`src/rtl/dcache_pkg.sv`:
```
// dcache_pkg: shared geometry and refill FSM state for the dcache SRAM way controller
package dcache_pkg;
    localparam int ADDR_W = 9;
    localparam int DATA_W = 32;
    localparam int BE_W = DATA_W / 8;
    localparam int LINE_LOG2 = 3;
    localparam int LINE_W = ADDR_W - LINE_LOG2;
    typedef enum logic [1:0] {IDLE, FILL, DONE} state_t;
endpackage

```
`src/rtl/dcache_sram_ctrl.sv`:
```
// dcache_sram_ctrl: arbitrates CPU loads/stores and line refill beats onto one dual-port SRAM way
module dcache_sram_ctrl
    import dcache_pkg::*;
(
    input  logic              clk,
    input  logic              rst_n,
    input  logic              req_valid,
    output logic              req_ready,
    input  logic              req_we,
    input  logic [ADDR_W-1:0] req_addr,
    input  logic [DATA_W-1:0] req_wdata,
    input  logic [BE_W-1:0]   req_be,
    output logic              rsp_valid,
    output logic [DATA_W-1:0] rsp_rdata,
    input  logic              refill_start,
    input  logic [LINE_W-1:0] refill_line,
    input  logic              refill_valid,
    output logic              refill_ready,
    input  logic [DATA_W-1:0] refill_data,
    output logic              refill_busy,
    output logic              refill_done,
    output logic [ADDR_W-1:0] sram_wr_addr,
    output logic [DATA_W-1:0] sram_wr_data,
    output logic              sram_wr_en,
    output logic [BE_W-1:0]   sram_wr_byte_en,
    output logic [ADDR_W-1:0] sram_rd_addr,
    input  logic [DATA_W-1:0] sram_rd_data,
    output logic              sram_rst
);
    state_t                state;
    logic [LINE_W-1:0]     line;
    logic [LINE_LOG2-1:0]  cnt;
    logic [ADDR_W-1:0]     rd_addr_q;
    logic                  beat;
    logic                  st;
    logic                  ld;
    // Handshakes and SRAM port steering; refill beats and stores never overlap since stores need IDLE
    always_comb begin
        req_ready       = (state == IDLE) && !refill_start;
        refill_ready    = (state == FILL);
        refill_busy     = (state != IDLE);
        refill_done     = (state == DONE);
        beat            = refill_ready && refill_valid;
        st              = req_valid && req_ready && req_we;
        ld              = req_valid && req_ready && !req_we;
        sram_wr_en      = beat || st;
        sram_wr_addr    = beat ? {line, cnt} : req_addr;
        sram_wr_data    = beat ? refill_data : req_wdata;
        sram_wr_byte_en = beat ? {BE_W{1'b1}} : req_be;
        sram_rd_addr    = ld ? req_addr : rd_addr_q;
        rsp_rdata       = sram_rd_data;
        sram_rst        = !rst_n;
    end
    // Refill FSM, beat counter and one-cycle load response tracking
    always_ff @(posedge clk) begin
        if (!rst_n) begin
            state     <= IDLE;
            line      <= '0;
            cnt       <= '0;
            rsp_valid <= 1'b0;
            rd_addr_q <= '0;
        end else begin
            rsp_valid <= ld;
            if (ld) rd_addr_q <= req_addr;
            case (state)
                IDLE: if (refill_start) begin
                    state <= FILL;
                    line  <= refill_line;
                    cnt   <= '0;
                end
                FILL: if (refill_valid) begin
                    cnt <= cnt + 1'b1;
                    if (&cnt) state <= DONE;
                end
                default: state <= IDLE;
            endcase
        end
    end
endmodule

```
`config.mk`:
```
export PLATFORM = sky130hd
export DESIGN_NAME = dcache_sram_ctrl
export DESIGN_NICKNAME = d
export VERILOG_FILES = /design/src/rtl/dcache_pkg.sv /design/src/rtl/dcache_sram_ctrl.sv
export SDC_FILE = /design/constraint.sdc
export NUM_CORES = 1
export LEC_CHECK = 0
export ABC_CLOCK_PERIOD_IN_PS = 2040
export CORE_MARGIN = 2
export CORE_UTILIZATION = 27
export DETAILED_ROUTE_END_ITERATION = 8
export GPL_ROUTABILITY_DRIVEN = 0
export PLACE_DENSITY = 0.83
export SETUP_SLACK_MARGIN = 0.2
export SLEW_MARGIN = 20
export SYNTH_ARGS = -nofsm -noshare
export SYNTH_HDL_FRONTEND = slang
export SYNTH_SLANG_ARGS = --single-unit
```
`constraint.sdc`:
```
create_clock -name clk -period 2.04 [get_ports clk]
set_input_delay 0.408 -clock clk [delete_from_list [all_inputs] [get_ports clk]]
set_output_delay 0.408 -clock clk [all_outputs]
set_load 0.01 [all_outputs]
```
==> results.txt <==
The longest clock path from root to sink contains 2 buffers. The commonest cells after synthesis are 50 x mux2_2, 33 x buf_4, 21 x dfxtp_1. Traced cell by cell, the critical path runs through buf_6 > nand3b_1 > buf_6 > buf_12 > buf_16 > buf_12 > mux2_4 > buf_6.

In this design, the critical path's most frequently occurring cell is buf_6. The path with the worst hold slack has its endpoint at rd_addr_q[0]. Counting flops with a built-in enable in the synthesized netlist gives 0. The tools report the final hold violation count as 0.

The first global-routing pass estimated 10,200 um of wire. Setup repair after global routing could not meet its margin everywhere. For the clock latency reported for the late side of the worst-skew pair, the log shows 0.26 ns.

The flow ran to the end, but the final reports show violations. For this block, the routed nets add up to 7230 um of wire. Once the floorplan was initialized, standard cells occupied 27.6% of the core.

In this run the worst setup path begins at state[0]. For the worst setup path, the data required time is 1.63 ns. The overall die height was 84.4 um; the average footprint of a synthesized cell was 9.48 sq um. The worst reg2reg path startpoint was state[0]. In this design, the largest share of critical-path delay is due to buffers and inverters. The ratio of final minimum period to clock period works out to 108%.

The logs give 27 for the number of distinct standard cells referenced by the synthesized netlist and 214 for the number of primary I/O pins. The floorplan step defined a die boundary enclosing 0.00712 sq mm. The run gives 3 as the TritonCTS buffer count. The overall routing resource usage is 18.1%, and the transition time of the tightest slew-check pin is 0.204 ns. Along the worst path, the maximum fanout reaches 7. Port buffering added 149 buffers. The sequential-to-total area share from yosys stat came out at 24.1%. TritonCTS built the clock tree. After routing the design area is 0.00386 sq mm. The CTS clock-pin slew for the worst setup and hold paths came out at 0.08 ns.

The final layout contains 460 nets. The run gives 0.00631 sq mm as the placeable core region. From synthesis to final layout, the design area changed by 121%. In this run the cell area measured after placement is 0.00317 sq mm. Measured in cells, the most critical reg-to-reg path has a length of 6. The critical path is of the reg -> out type. Post-placement worst setup slack: -0.587 ns. The detail-routed via count per cell is 4.51, and the residual antenna-violating net count after detailed routing is 0.

For the final database, setup skew stands at 0.000577 ns. Setup violations remaining at the end of the flow were counted as 47. The total iterations of the first detailed-routing run came out at 4. The min-delay analysis places its worst path in the category reg -> reg. The critical path contains buffers and inverters numbering 6 combined. The destination of the worst register-to-register timing path was rd_addr_q[4].

The number of antenna violations at the first check in global routing was 0. Detailed placement finished with a half-perimeter wire length of 4610 um. The share of synthesized area in the top cell type comes to 32.3%. The tools report the worst setup slack after layout as -0.162 ns.

For the max-slew violation total from the final report, the log shows 0. Among all flip-flop cells after synthesis, the most frequent one is dfxtp_1. After the first detailed-routing iteration, the DRC count stood at 19. Dividing the detail-routed wire length by the instance count gives 17.5 um.

The startpoint type of the worst setup path is a register. The maximum resistive drop on vdd was 0.387 mV. The biggest area contributor in the post-synthesis netlist is mux2_2. After detailed routing, the number of remaining DRC violations is 0. For the count of mapped cells out of synthesis, the log shows 184. The start point of the worst hold path was rd_addr_q[0]. Entering global routing, the biggest net connects 22 pins. The tool flagged a number of max-cap violations equal to 0. The logs give 531 for the final-layout fill cell count and 86.4% for the worst slew margin relative to its limit.

The remaining global-route overflow is 0. Cell with the most instances after synthesis: mux2_2. Based on the critical path, the design can be clocked at up to 454 MHz. After synthesis the netlist holds a flip-flop and latch count of 21. The cell count of the worst hold path was 2.

The final reports fail on setup timing. 0 antenna diodes ended up in the layout. The smallest clock period supported by the final layout is computed as 2.20 ns.

The total number of placement rows is 29, and the register-to-register setup slack is 0.49 ns. The post-synthesis async set-or-reset flop share works out to 0%. For the final routed database, the setup TNS stands at -3.32 ns. The number of synthesis warnings was 0. The total power divided by cell area was 382 mW/mm^2.

The run gives 1.79 ns as the data arrival at the endpoint of the critical path. STA classifies the critical path endpoint as an output port. For this design the static power due to leakage is 1.81 nW. In the final layout, the share of cells above drive strength 1 is 46.1%. On the worst path, the slowest cell contributes a delay of 0.35 ns. Number of levels the H-tree was split into: 1.

The total via count in the routed design was 1,861. From left edge to right edge, the die measures 84.4 um. Counting every net in the synthesized netlist gives 307. For this design, the slowest cell found on the critical path is dfxtp_2.

The cell area that synthesis handed to floorplanning was 0.00174 sq mm. Total number of clock tree sinks: 21. The tree is rooted in a clkbuf_8. By area the synthesized netlist is led by mux2_2 32%, dfxtp_1 24%, buf_4 14%. Via count of the first global-routing pass: 1,931.
routing by layer:
metal  vias up  track usage, %  part of all wire [%]
met5         -               0                     0
met4         0            4.47                   2.0
met3        20            6.78                   9.1
met2        84            30.0                    48
met1       852            22.3                    41
li1        905               -                     -
timing repair:
action | CTS | global route
hold buffers | 0 | 0
cloned | 6 | 2
hold endpoints to repair | 0 | 0
buffers inserted | 18 | 0
endpoints found under the setup margin | 60 | 57
pin swaps | 3 | 2
resized for setup | 288 | 38
power breakdown:
group	switching [W]	internal [W]	leakage, nW
Sequential	0.00000998	0.000427	0.172
Combinational	0.000247	0.000518	1.62
Clock	0.000136	0.000139	0.0228
Total	0.000393	0.00108	1.81
cells in the final DEF, fill, tap and decap left out:
cell | Yosys | final
bufbuf_16 | 0 | 2
a21oi_1 | 2 | 2
buf_4 | 33 | 16
ha_1 | 2 | 2
nor3b_2 | 0 | 1
nor2b_1 | 2 | 2
buf_8 | 1 | 1
clkbuf_2 | 0 | 2
buf_12 | 0 | 7
clkdlybuf4s15_1 | 0 | 1
a31oi_1 | 1 | 1
o21ai_0 | 1 | 1
clkbuf_1 | 3 | 1
and3b_2 | 0 | 1
mux2i_1 | 15 | 15
nand4b_1 | 1 | 1
buf_16 | 0 | 3
dfxtp_2 | 0 | 2
nand3_1 | 3 | 3
inv_1 | 1 | 1
mux2_4 | 0 | 41
and2_1 | 1 | 1
buf_6 | 2 | 53
nor3_2 | 1 | 1
clkbuf_16 | 0 | 3
clkbuf_8 | 0 | 3
clkdlybuf4s50_1 | 0 | 85
or2_2 | 1 | 1
buf_2 | 4 | 3
o31ai_1 | 1 | 1
nand2_1 | 20 | 20
nand3b_1 | 3 | 3
and4_1 | 1 | 1
mux2_2 | 50 | 9
nand2b_1 | 4 | 4
nor2_1 | 8 | 8
dlygate4sd2_1 | 0 | 8
clkdlybuf4s15_2 | 0 | 6
dfxtp_1 | 21 | 19
dlymetal6s2s_1 | 0 | 1
per-stage QoR:
step,util [%],hold slack [ns],total power [W],std cells
3_3_place_gp,50.1,0.441,0.00104,383
4_1_cts,58.4,0.464,0.00143,411
3_5_place_dp,50.1,0.450,0.00104,383
2_1_floorplan,-,0.432,0.000724,184
5_1_grt,61.2,0.493,0.00155,413
6_report,61.2,0.459,0.00148,413
final cells by class:
type                    count  area, sq um  share of cell area [%]
repair buffers            191         2130                    55.2
clock buffers               4         45.0                    1.17
flip-flops and latches     21          423                    10.9
inverters                   1         3.75                  0.0972
multi-input cells         119         1160                    30.1
well taps                  77         96.3                    2.49
worst reg2reg max path, cell delays in order (launching register included):
cell	delay (ns)
dfxtp_2	0.33
nor3_2	0.16
and3b_2	0.30
buf_4	0.15
bufbuf_16	0.26
buf_4	0.12
mux2i_1	0.16
registers in the layout, summed over array words and instances (netlist names):
register   flops
cnt            3
line           6
rd_addr_q      9
rsp_valid      1
state          2
how the worst max path moves through the flow:
stage | slack (ns) | depth (start not counted) | to
after detailed placement | -0.59 | 6 | sram_rd_addr[1]
after CTS | -0.14 | 7 | sram_wr_data[6]
final | -0.16 | 8 | sram_wr_addr[8]
after floorplan | 0.28 | 4 | sram_rd_addr[0]
after global routing | -0.21 | 8 | sram_wr_addr[8]
after global placement | -0.56 | 6 | sram_rd_addr[4]
kinds of logic after synthesis:
logic type	count (synthesis)	synth area share (%)
AO/OA/AOI/OAI	5	1.65
adder cells (fa/ha/maj)	2	1.43
buffers and inverters	44	18.4
flip-flops	21	24.1
multiplexers	65	40.9
AND/OR/NAND/NOR	47	13.6
No activity file was read; power rests on OpenSTA's default activity.
